--- src/rtl/data_mem_responder.sv ---
// Word-addressed data memory with a programmable wait-state latency, a one-cycle
// Ready completion pulse and saturating read/write access counters.
//
// state | meaning
// IDLE  | waiting for MemRead/MemWrite; request is latched on acceptance
// WAIT  | counting down wait states; access happens on the edge where cnt == 0
// RESP  | Ready high for this one cycle, then back to IDLE
module data_mem_responder #(
    parameter int NBITS   = 8,
    parameter int NWORDS  = 2 ** (NBITS - 2),
    parameter int LATENCY = 2,
    parameter int CNTW    = 16
) (
    input  logic               clock,
    input  logic               reset,
    input  logic [NBITS-3:0]   Address,
    input  logic [NBITS-1:0]   WriteData,
    input  logic               MemRead,
    input  logic               MemWrite,
    output logic [NBITS-1:0]   ReadData,
    output logic               Ready,
    output logic               Busy,
    output logic [CNTW-1:0]    ReadCount,
    output logic [CNTW-1:0]    WriteCount
);

    typedef enum logic [1:0] {IDLE, WAIT, RESP} state_t;

    state_t           state, state_nxt;
    logic [3:0]       cnt;
    logic [NBITS-3:0] addr_q;
    logic [NBITS-1:0] wdata_q;
    logic             wr_q;
    logic [NBITS-1:0] mem [NWORDS];

    always_comb begin
        state_nxt = state;
        case (state)
            IDLE:    if (MemRead || MemWrite) state_nxt = WAIT;
            WAIT:    if (cnt == 4'd0) state_nxt = RESP;
            RESP:    state_nxt = IDLE;
            default: state_nxt = IDLE;
        endcase
    end

    always_ff @(posedge clock) begin
        if (reset) begin
            state      <= IDLE;
            cnt        <= 4'd0;
            addr_q     <= '0;
            wdata_q    <= '0;
            wr_q       <= 1'b0;
            ReadData   <= '0;
            Ready      <= 1'b0;
            Busy       <= 1'b0;
            ReadCount  <= '0;
            WriteCount <= '0;
            for (int i = 0; i < NWORDS; i++) mem[i] <= '0;
        end else begin
            state <= state_nxt;
            // Outputs registered from the next state so they line up with state
            Ready <= (state_nxt == RESP);
            Busy  <= (state_nxt != IDLE);
            case (state)
                IDLE: begin
                    if (MemRead || MemWrite) begin
                        addr_q  <= Address;
                        wdata_q <= WriteData;
                        wr_q    <= MemWrite;
                        cnt     <= 4'(LATENCY - 1);
                    end
                end
                WAIT: begin
                    if (cnt != 4'd0) begin
                        cnt <= cnt - 4'd1;
                    end else if (wr_q) begin
                        mem[addr_q] <= wdata_q;
                        if (WriteCount != '1) WriteCount <= WriteCount + CNTW'(1);
                    end else begin
                        ReadData <= mem[addr_q];
                        if (ReadCount != '1) ReadCount <= ReadCount + CNTW'(1);
                    end
                end
                default: ;
            endcase
        end
    end

endmodule
--- config.mk ---
export PLATFORM = sky130hd
export DESIGN_NAME = data_mem_responder
export DESIGN_NICKNAME = d
export VERILOG_FILES = /design/src/rtl/data_mem_responder.sv
export SDC_FILE = /design/constraint.sdc
export NUM_CORES = 1
export LEC_CHECK = 0
export BUFFER_PORTS_ARGS = -buffer_cell sky130_fd_sc_hd__buf_2
export CORE_UTILIZATION = 45
export CTS_CLUSTER_DIAMETER = 50
export DETAILED_ROUTE_END_ITERATION = 10
export MAX_ROUTING_LAYER = met4
export PLACE_DENSITY = 0.65
export SLEW_MARGIN = 20
export SYNTH_ARGS = -nofsm -noshare
export SYNTH_HDL_FRONTEND = slang
export SYNTH_SLANG_ARGS = --single-unit
export TNS_END_PERCENT = 5
--- constraint.sdc ---
create_clock -name clock -period 3.49 [get_ports clock]
set_clock_uncertainty 0.2 [all_clocks]
set_input_delay 0.698 -clock clock [delete_from_list [all_inputs] [get_ports clock]]
set_output_delay 0.698 -clock clock [all_outputs]
set_load 0.01 [all_outputs]
==> results.yml <==
die:
  fp.dieH_microns: 245
  die_w_microns: 245
  die-area_sq_mm: 0.0599
  initial_utilization_pct: 45.8
  core_area_sq_mm: 0.0579
  rows: 88
  io_pins: 60
worst_setup_path:
  critPathMaxFanout: 38
  cp_data_required_time_ps: 3730
  rr_worst_depth: 8
  worstPathArrival_ps: 3540
  endpoint_kind: "register"
  r2r-end: "ReadData[1]"
  rrSetupSlack_ps: 200
  cp-start-kind: "register"
  crit_type: "reg2reg"
  rr_startpoint: "addr_q[2]"
finish:
  postLayoutCoreUtil_pct: 52.6
  fillers: 4852
  layout_common_cells: "and2_1, edfxtp_1, nor2_1"
  finish.instance_area_sq_mm: 0.0304
  layout_commonest_cell: "and2_1"
  drive_gt1_share_pct: 20.1
  syn_to_final_growth_pct: 14.8
  fin_nets: 2170
logic_synthesis:
  syn-mean-instance-area_sq_um: 12.9
  syn-num-nets: 2077
  synth_ff_type: "edfxtp_1"
  synthCells: 2056
  synthArstFlopShare_pct: 0
  synth_seq_area_share_pct: 62.7
  synth.cell_area_sq_mm: 0.0265
  synth_enable_flop_cells: 512
  ys_seq_elements: 575
  synth.distinct_cells: 66
  yosys_warnings: 0
cts:
  cts.sinks: 575
  cts_buffers: 68
  root_buffer: "clkbuf_16"
  hold_buffers: 0
  clkTransAtPathRegs_ps: 60
  clockBufferDepth: 3
  cts_tree: "built"
  clock_latency_ps: 610
  post_cts_buffers: 0
  cts_resized: 0
  htree_levels: 3
timing:
  timing.fmax_mhz: 304
  fin_hold_ws_ps: 123
  hold_viol_final: 0
  period_minus_slack_ps: 3290
  worst_slew_pin_slew_ps: 952
  finalSetupViolCount: 0
  final.setup.tns_ps: 0
  slew_violations: 0
  slew_headroom_pct: 36.6
  finalCritPeriodShare_pct: 94.4
  setup_ws_ps: 196
  rsz0062_at_grt: "no"
route:
  wl_per_cell_microns: 25.9
  vias_per_cell: 5.87
  first_pass_iters: 5
  vias: 17400
  drt_iter0_markers: 2101
  drt_wl_total_microns: 76700
  drc: 0
  ant_nets: 0
grt:
  grt_util_all_layers_pct: 26.6
  grt_max_degree: 127
  gr-total-overflow: 0
  antenna_found_initial: 1
  grt_pass1_vias: 17000
  grt_pass1_wl_microns: 113000
place:
  portBuffers: 59
  post_dp_cell_area_sq_mm: 0.0281
  gp_congestion: 0.940
  dp_hpwl_microns: 48800
  preCtsSetupSlack_ps: 64.6
run_status:
  outcome: "finished clean"
worst_hold_path:
  min_path_type: "in2reg"
  min_from: "WriteData[3]"
  whs_path_depth: 3
  min_to: "wdata_q[3]"
power_and_ir_drop:
  p_per_area_mw_per_mm2: 554
  p_leak_nw: 11.1
  peakVddDrop_mv: 0.345
flow_run:
  cap_violations: 0
==> worst max-delay path, stage by stage (launching register included) <==
cell and delay [ps]:
dfxtp_4 710, buf_12 290, buf_4 260, mux2i_1 290, o22ai_1 130, a311oi_1 230
o22ai_1 140, a2111oi_0 660, a311oi_1 170
==> flip-flops by register name, summed over array words and instances (netlist names) <==
signal	flops
mem	512
state	2
ReadCount	16
cnt	4
Busy	1
ReadData	8
addr_q	6
wr_q	1
wdata_q	8
WriteCount	16
Ready	1
==> layout make-up <==
type | count | area, sq um | area share, %
clock inverters | 34 | 359 | 1.18
multi-input cells | 1325 | 9270 | 30.4
well taps | 765 | 957 | 3.14
diodes | 2 | 5.00 | 0.0164
flip-flops and latches | 575 | 16700 | 54.8
clock buffers | 86 | 1930 | 6.33
repair buffers | 173 | 1230 | 4.04
inverters | 6 | 22.5 | 0.0740
==> metal layers <==
layer  vias up  global-route usage (%)  routed length [microns]
met4         0                    10.8                     3040
met1      8631                    34.1                    30100
met5         -                       -                        0
li1       7679                       -                        -
met3       175                    4.21                     6800
met2       921                    42.3                    36700
==> cell usage after synthesis, drive strengths merged, types with 5 or more instances <==
cell type  number  share of area [%]
xor2           12               0.40
mux4           50                4.2
a2111oi         5               0.17
nand2b          8               0.22
or2            67                1.6
or3            13               0.31
nand4           8               0.19
a311oi         11               0.36
nor3            5              0.094
o22ai          19               0.45
edfxtp        512                 58
inv             5              0.071
o211ai         10               0.28
clkbuf        100                1.4
a21oi          61                1.2
and2          518                 12
and4            7               0.23
nor3b           5               0.14
a31oi           8               0.19
a221oi         30               0.99
dfxtp          63                4.8
a211oi         12               0.34
mux2i          70                2.6
nand2          74                1.0
o21ai          43               0.81
xnor2           7               0.23
nor2b           6               0.14
buf            50               0.91
nor4           11               0.33
a22o            5               0.17
and3            8               0.19
mux2           25                1.1
nor2          134                1.9
a22oi          28               0.79
nand3          20               0.42
==> cells by family (layout without fill, tap and decap cells) <==
kind of cell	Yosys count	in the layout	synth area share (%)
DFF	575	575	62.7
adders and majority gates	3	3	0.142
AOI/OAI and AO/OA	265	265	6.86
buffers and inverters	156	299	2.42
muxes	145	145	7.95
xor gates and xnor gates	19	19	0.627
other	0	2	0
and+or+nand+nor	893	893	19.3
==> stage by stage <==
step	power [mW]	cells
floorplan	8.97	2056
finish	16.9	2966
CTS	16.9	2964
global placement	9.71	2844
detailed placement	9.74	2844
global route	17.3	2965
==> report_power, final <==
| group | internal, mW | leakage [nW] | total [mW] | switching, mW |
|---|---|---|---|---|
| Combinational | 0.542 | 4.13 | 1.51 | 0.970 |
| Sequential | 7.72 | 5.81 | 8.11 | 0.394 |
| Clock | 4.38 | 1.12 | 7.24 | 2.86 |
| Total | 12.6 | 11.1 | 16.9 | 4.22 |
==> how the worst max path moves through the flow <==
| stage | start | endpoint | cells past startpoint |
|---|---|---|---|
| 2_1_floorplan | reset | mem[44][0] | 6 |
| 3_3_place_gp | reset | mem[14][7] | 8 |
| 3_5_place_dp | reset | mem[62][1] | 7 |
| 4_1_cts | addr_q[2] | mem[51][6] | 4 |
| 5_1_grt | cnt[0] | mem[62][1] | 9 |
| 6_report | addr_q[2] | ReadData[1] | 8 |
No activity file was read; power rests on OpenSTA's default activity.
